[src/rtl/onewire_slave_rx.sv]
// onewire_slave_rx
// Receive-side 1-Wire bit decoder. Measures each low pulse on the bus,
// classifies it as a 1 (short), a 0 (long) or an error, and assembles
// decoded bits LSB-first into bytes.
//
// Ports:
//   clk        system clock, all logic on posedge
//   rst        synchronous active-low reset
//   bus_in     bus level (1 = released, 0 = pulled low)
//   bit_out    decoded bit value, valid with bit_valid
//   bit_valid  one-cycle strobe per decoded bit
//   byte_out   last completed byte (LSB = first bit), held between updates
//   byte_valid one-cycle strobe when a byte completes (with bit_valid)
//   frame_err  one-cycle strobe on pulse-width violation or timeout
//   busy       high while a low pulse is being measured
//
// Handshake: all strobes are push-only, one cycle wide, with no ready/
// backpressure; the consumer must capture them in the cycle they are high.
module onewire_slave_rx #(
  parameter int ONE_MIN  = 3,
  parameter int ONE_MAX  = 15,
  parameter int ZERO_MIN = 40,
  parameter int ZERO_MAX = 80,
  parameter int CNT_W    = 7
) (
  input  logic       clk,
  input  logic       rst,
  input  logic       bus_in,
  output logic       bit_out,
  output logic       bit_valid,
  output logic [7:0] byte_out,
  output logic       byte_valid,
  output logic       frame_err,
  output logic       busy
);

  typedef enum logic [1:0] {ARM, IDLE, LOW, HOLD} state_t;

  localparam logic [CNT_W-1:0] ONE_MIN_C  = CNT_W'(ONE_MIN);
  localparam logic [CNT_W-1:0] ONE_MAX_C  = CNT_W'(ONE_MAX);
  localparam logic [CNT_W-1:0] ZERO_MIN_C = CNT_W'(ZERO_MIN);
  localparam logic [CNT_W-1:0] ZERO_MAX_C = CNT_W'(ZERO_MAX);

  state_t           state;
  logic             s;      // registered bus level
  logic             s_ok;   // s holds a real bus sample (not the reset value)
  logic [CNT_W-1:0] cnt;    // sampled low cycles of the current pulse
  logic [2:0]       idx;    // next bit position in the byte
  logic [7:0]       shift;  // partial byte under assembly

  logic is_one;
  logic is_zero;

  assign is_one  = (cnt >= ONE_MIN_C)  && (cnt <= ONE_MAX_C);
  assign is_zero = (cnt >= ZERO_MIN_C) && (cnt <= ZERO_MAX_C);

  always_ff @(posedge clk) begin
    if (!rst) begin
      state      <= ARM;
      s          <= 1'b1;
      s_ok       <= 1'b0;
      cnt        <= '0;
      idx        <= '0;
      shift      <= '0;
      bit_out    <= 1'b0;
      bit_valid  <= 1'b0;
      byte_out   <= 8'h00;
      byte_valid <= 1'b0;
      frame_err  <= 1'b0;
      busy       <= 1'b0;
    end else begin
      s          <= bus_in;
      s_ok       <= 1'b1;
      bit_valid  <= 1'b0;
      byte_valid <= 1'b0;
      frame_err  <= 1'b0;
      case (state)
        // s_ok keeps the reset value of s from arming us while the bus is
        // still held low, so a low present at reset release is never measured.
        ARM: begin
          if (s_ok && s) state <= IDLE;
        end
        IDLE: begin
          if (!s) begin
            state <= LOW;
            cnt   <= CNT_W'(1);
            busy  <= 1'b1;
          end
        end
        LOW: begin
          if (!s) begin
            if (cnt == ZERO_MAX_C) begin
              // Timeout: report once, drop the partial byte, wait for release.
              frame_err <= 1'b1;
              idx       <= '0;
              cnt       <= '0;
              busy      <= 1'b0;
              state     <= HOLD;
            end else begin
              cnt <= cnt + 1'b1;
            end
          end else begin
            state <= IDLE;
            cnt   <= '0;
            busy  <= 1'b0;
            if (is_one || is_zero) begin
              bit_out    <= is_one;
              bit_valid  <= 1'b1;
              shift[idx] <= is_one;
              if (idx == 3'd7) begin
                byte_out   <= {is_one, shift[6:0]};
                byte_valid <= 1'b1;
              end
              idx <= idx + 3'd1;  // wraps to 0 after the 8th bit
            end else begin
              frame_err <= 1'b1;
              idx       <= '0;
            end
          end
        end
        HOLD: begin
          if (s) state <= IDLE;
        end
        default: state <= ARM;
      endcase
    end
  end

endmodule

[config.mk]
export PLATFORM = sky130hd
export DESIGN_NAME = onewire_slave_rx
export DESIGN_NICKNAME = d
export VERILOG_FILES = /design/src/rtl/onewire_slave_rx.sv
export SDC_FILE = /design/constraint.sdc
export NUM_CORES = 1
export LEC_CHECK = 0
export ABC_AREA = 1
export BUFFER_PORTS_ARGS = -buffer_cell sky130_fd_sc_hd__buf_2
export CAP_MARGIN = 20
export CORE_MARGIN = 8
export CORE_UTILIZATION = 30
export DETAILED_ROUTE_END_ITERATION = 12
export SYNTH_ARGS = -nofsm -noshare
export SYNTH_HDL_FRONTEND = slang
export SYNTH_SLANG_ARGS = --single-unit
export TNS_END_PERCENT = 50
[constraint.sdc]
create_clock -name clk -period 3.1 [get_ports clk]
set_input_delay 0.155 -clock clk [delete_from_list [all_inputs] [get_ports clk]]
set_output_delay 0.155 -clock clk [all_outputs]
set_load 0.005 [all_outputs]
==> results of run 1 <==
state kept, by name (all words and copies together) (netlist names):
register    cells
busy            1
bit_valid       1
frame_err       1
shift           7
byte_valid      1
byte_out        8
s               1
s_ok            1
state           2
bit_out         1
idx             3
cnt             7
how the worst max path moves through the flow:
stage | to | depth (start not counted) | slack (ps)
2_1_floorplan | byte_out[7]$_SDFFE_PN0P_ | 9 | 1640
3_3_place_gp | cnt[4]$_SDFFE_PN0P_ | 8 | 1240
3_5_place_dp | cnt[2]$_SDFFE_PN0P_ | 8 | 1180
4_1_cts | cnt[2]$_SDFFE_PN0P_ | 8 | 1190
5_1_grt | cnt[2]$_SDFFE_PN0P_ | 8 | 970
6_report | cnt[2]$_SDFFE_PN0P_ | 8 | 1180
power groups by stage:
stage / registers (mW) / clock network [mW] / logic (mW)
3_5_place_dp: 0.495 / 0 / 0.262
5_1_grt: 0.489 / 0.432 / 0.301
3_3_place_gp: 0.495 / 0 / 0.257
2_1_floorplan: 0.490 / 0 / 0.215
4_1_cts: 0.486 / 0.414 / 0.264
6_report: 0.486 / 0.397 / 0.262
synth_stat cells:
cell | n | area share (%)
nand2_1 | 56 | 12
inv_1 | 38 | 8.1
dfxtp_1 | 34 | 39
nor2_1 | 27 | 5.7
a21oi_1 | 17 | 4.8
nand3_1 | 14 | 4.0
ha_1 | 9 | 6.4
nor3_1 | 9 | 2.6
nand4_1 | 8 | 2.8
o21ai_0 | 4 | 1.1
buf_2 | 3 | 0.85
clkbuf_1 | 3 | 0.64
clkinv_1 | 3 | 0.64
a21oi_4 | 2 | 1.8
inv_2 | 2 | 0.43
nand3_4 | 2 | 2.0
o21ai_1 | 2 | 0.57
a211oi_1 | 1 | 0.43
a21boi_0 | 1 | 0.43
a22o_1 | 1 | 0.50
a31oi_1 | 1 | 0.36
buf_6 | 1 | 0.64
nand2_2 | 1 | 0.36
nand2_4 | 1 | 0.64
nand3_2 | 1 | 0.57
nand4_4 | 1 | 1.2
nor3_2 | 1 | 0.57
nor3b_1 | 1 | 0.43
or2_2 | 1 | 0.36
xor2_1 | 1 | 0.50
critical path, cell delays in order, from the launching register on:
cell,delay [ps]
dfxtp_1,340
inv_1,110
ha_1,550
inv_1,180
a21oi_4,290
inv_1,120
o21ai_1,130
nand2_1,60
nor2_1,90
cells in the final DEF (no fill, tap or decap), types with 3 or more instances in the layout:
cell      netlist  routed
inv_1          38      38
nand2_1        56      56
buf_2           3      15
clkbuf_8        0       5
nor2_1         27      27
dfxtp_1        34      34
nor3_1          9       9
ha_1            9       9
o21ai_0         4       4
nand3_1        14      14
clkinv_1        3       3
a21oi_1        17      17
nand4_1         8       8
layout make-up:
cell class | instances | area, µm²
Fill cell | 644 | 3812
Multi-Input combinational cell | 162 | 883.3
Sequential cell | 34 | 680.7
Inverter | 43 | 161.4
Tap cell | 75 | 93.84
Timing Repair Buffer | 15 | 75.07
Clock buffer | 5 | 68.82
Clock inverter | 3 | 40.04
layer usage:
layer | wire length [µm] | up-vias | part of all wire, %
li1 | - | 803 | -
met5 | 0 | - | 0
met1 | 1878 | 655 | 53
met4 | 76 | 0 | 2.1
met2 | 1490 | 25 | 42
met3 | 110 | 6 | 3.1
stage by stage:
stage          util (%)  instances  cell area (µm²)  setup slack (ps)
6_report          34.44        337             2003              1180
5_1_grt           34.44        337             2003             971.4
4_1_cts           34.44        337             2003              1186
3_5_place_dp      32.57        329             1894              1181
3_3_place_gp      32.57        329             1894              1244
2_1_floorplan         -        246             1763              1643
cells by family after synthesis:
kind of cell,count (synthesis),share of synthesized area (%)
AND/OR/NAND/NOR,123,33.14
adder cells (fa/ha/maj),9,6.388
buffers and inverters,50,11.28
AO/OA/AOI/OAI,29,10.08
flip-flops,34,38.61
XOR/XNOR,1,0.4969
==> results.tsv, run 1 <==
metric	value	unit
status	completed	
io_pins	16	
tritoncts	yes	
rrSetupSlack	1180	ps
nets	273	
worstMarginPinSlew	604.7	ps
die_w	92.66	µm
clkLatencyLatePin	290	ps
grt_max_degree	20	
ys_types	30	
critPathMaxFanout	17	
rsz0062_at_grt	no	
clockBufferDepth	2	
maxSlewHeadroom	59.68	%
drv_cap	0	
min_from	bus_in	
numCtsBuffers	5	
dp_hpwl	2583	µm
min_path_type	in2reg	
critPathKind	reg2reg	
grt_busiest_layer	met2	
clock.fmax	520.9	MHz
synth_fp_nets	258	
layout_min_cycle_time	1920	ps
initial_core_util	30.31	%
antenna_found_initial	0	
die_h	92.66	µm
drt-initial-drc-count	89	
routedWlPerCell	10.55	µm
start_kind	register	
vias	1489	
worstSetupEndpointType	register	
fin_crit_sh	61.93	%
powerDensity	572.2	nW/µm²
antennaDiodeCount	0	
critPathRequiredTime	3330	ps
ant_nets	0	
drive_gt1_share	13.36	%
cts_setup_buffers	0	
yosysWarnings	0	
fin_setup_tns	0	ps
use_met3	2.670	%
switchingPower	361.2	µW
p_leak	0.8589	nW
power.share.clock	34.7	%
pwr-share-seq	42.4	%
first_pass_iters	4	
synth-seq-area-share	38.61	%
use_met1	11.72	%
die-area	8586	µm²
ctsHtreeMaxLevel	2	
sw_frac_of_total	31.51	%
cts.sinks	34	
core_area	5816	µm²
overflow	0	
postSynthAreaPerCell	7.166	µm²
worst_r2r_path_depth	8	
hold_buffers	0	
netlist_instances	246	
wirelength	3556	µm
path_clk_slew	70	ps
final_max_slew_viol_count	0	
drc	0	
peakVddDrop	0.4207	mV
grt_pass1_vias	1432	
ys_seq_elements	34	
rr_endpoint	cnt[2]$_SDFFE_PN0P_	
syn-cell-area	1763	µm²
synthToLayoutAreaGrowth	13.63	%
via_per_inst	4.418	
cp.arrival	2150	ps
combPwrFrac	22.9	%
cts_resized	0	
intPower	785.0	µW
crit_start	state[0]$_SDFFE_PN0P_	
min_path_cells	2	
gr-usage-all-layers	9.327	%
portBuffers	15	
met2_usage	14.18	%
power	1.146	mW
worst_hold_slack	59.68	ps
timing.rr.start	state[0]$_SDFFE_PN0P_	
grt_pass1_wl	6520	µm
cts_root_buf	clkbuf_8	
place.gp.congestion	0.8666	
finalClockSkew	8.373	ps
final_hold_viol_count	0	
rows	28	
worstHoldEndpoint	s$_SDFF_PN1_	
finalSetupViolations	0	
No activity file was read; power rests on OpenSTA's default activity.
==> inputs of run 2 (changes only) <==
==> constraint.sdc (replaced) <==
create_clock -name clk -period 1.7 [get_ports clk]
set_input_delay 0.085 -clock clk [delete_from_list [all_inputs] [get_ports clk]]
set_output_delay 0.085 -clock clk [all_outputs]
set_load 0.005 [all_outputs]
==> results.tsv, run 2 (synthesized netlist as in run 1, its figures left out) <==
metric	value	unit
die_w	92.66	µm
status	completed	
nets	283	
clockBufferDepth	2	
antennaDiodeCount	0	
worst_r2r_path_depth	10	
antenna_found_initial	0	
final_hold_viol_count	0	
initial_core_util	30.31	%
die_h	92.66	µm
path_clk_slew	60	ps
ctsHtreeMaxLevel	2	
peakVddDrop	0.6118	mV
multiInputGateArea	914.6	µm²
cts.sinks	34	
finalClockSkew	5.104	ps
first_pass_iters	4	
drc	0	
drv_cap	0	
tritoncts	yes	
routedWlPerCell	10.96	µm
finalSetupViolations	0	
min_path_type	in2reg	
synthToLayoutAreaGrowth	19.80	%
dp.cells	333	
timing.rr.start	cnt[1]$_SDFFE_PN0P_	
gr-usage-all-layers	9.398	%
numCtsBuffers	5	
layout_common_cells	nand2_1, inv_1, dfxtp_1, nor2_1, a21oi_1	
overflow	0	
maxSlewHeadroom	68.28	%
worst_hold_slack	159.5	ps
p_leak	0.8990	nW
wirelength	3782	µm
via_per_inst	4.446	
clock.fmax	635.9	MHz
grt_pass1_vias	1449	
fin_crit_sh	92.50	%
post-place-ws	65.05	ps
worstMarginPinSlew	475.2	ps
grt_max_degree	19	
post-route-util	36.32	%
rrSetupSlack	130	ps
critPathKind	reg2reg	
critPathMaxFanout	11	
die-area	8586	µm²
fin_setup_tns	0	ps
cts_root_buf	clkbuf_8	
critPathRequiredTime	1930	ps
layout_min_cycle_time	1573	ps
ant_nets	0	
clkLatencyLatePin	290	ps
worstHoldEndpoint	s_ok$_DFF_P_	
place.gp.congestion	0.8129	
min_from	rst	
placed_area	1937	µm²
drive_gt1_share	18.89	%
rows	28	
fillers	648	
core_area	5816	µm²
reg.largest.list	byte_out: 8 flops, cnt: 7 flops, shift: 7 flops	
seq_area	681.9	µm²
io_pins	16	
setup_ws	127.5	ps
grt_pass1_wl	6561	µm
dp_hpwl	2643	µm
largest_reg_flops	8	
min_path_cells	2	
regMostFlops	byte_out	
drt-initial-drc-count	135	
vias	1534	
layout.cells.non_filler	345	
start_kind	register	
final_max_slew_viol_count	0	
fin_area	2112	µm²
cp.arrival	1810	ps
final_common_cell	nand2_1	
portBuffers	15	
rr_endpoint	idx[2]$_SDFFE_PN0P_	
powerDensity	954.6	nW/µm²
worstSetupEndpointType	register	
power	2.016	mW
## run 2: cell types whose count changed in the layout (fill, tap and decap cells not counted), sizes merged
cell / delta
buf: +9
bufinv: -1
clkbuf: +1
clkinv: -2
dlygate4sd3: +1
## run 2: area by class of cell
cell class	instances	area share, %
inverter	43	7.642
clock buffer	6	3.910
timing repair buffer	25	8.412
tap	75	4.443
multi-input combinational	162	43.31
sequential	34	32.29
## run 2: what timing repair did
action | 4_1_cts | 5_1_grt
setup buffers | 0 | 5
hold buffers | 1 | 0
endpoints found under the hold margin | 1 | 0
gates resized for setup | 0 | 11
setup endpoints to repair | 0 | 22
## run 2: per-layer routing
metal	track usage (%)	part of all wire [%]	vias up	wire length, µm
met5	0	0	-	0
met3	2.346	4.0	6	151
met1	11.97	50	677	1906
li1	-	-	823	-
met4	4.698	1.9	0	70
met2	14.42	44	28	1654
## run 2: worst max path at each step
stage,start,endpoint,slack (ps),cells after the start
floorplan,state[0]$_SDFFE_PN0P_,byte_out[7]$_SDFFE_PN0P_,240,9
global placement,cnt[1]$_SDFFE_PN0P_,idx[1]$_SDFFE_PN0P_,130,9
detailed placement,cnt[1]$_SDFFE_PN0P_,idx[2]$_SDFFE_PN0P_,70,9
CTS,cnt[1]$_SDFFE_PN0P_,idx[2]$_SDFFE_PN0P_,50,9
global route,cnt[0]$_SDFFE_PN0P_,idx[2]$_SDFFE_PN0P_,-0.5,13
finish,cnt[1]$_SDFFE_PN0P_,idx[2]$_SDFFE_PN0P_,130,10
## run 2: where the power goes
part | internal (mW) | switching, mW
registers | 0.847 | 0.0391
logic | 0.198 | 0.345
clock network | 0.312 | 0.275
## run 2: worst max-delay path, stage by stage, from the launching register on
cell,delay (ps)
dfxtp_1,370
ha_2,220
inv_1,60
nand3_1,130
nand3_4,160
a21oi_4,190
buf_12,140
nand3_1,80
inv_2,80
nand2_1,50
nand2_1,50
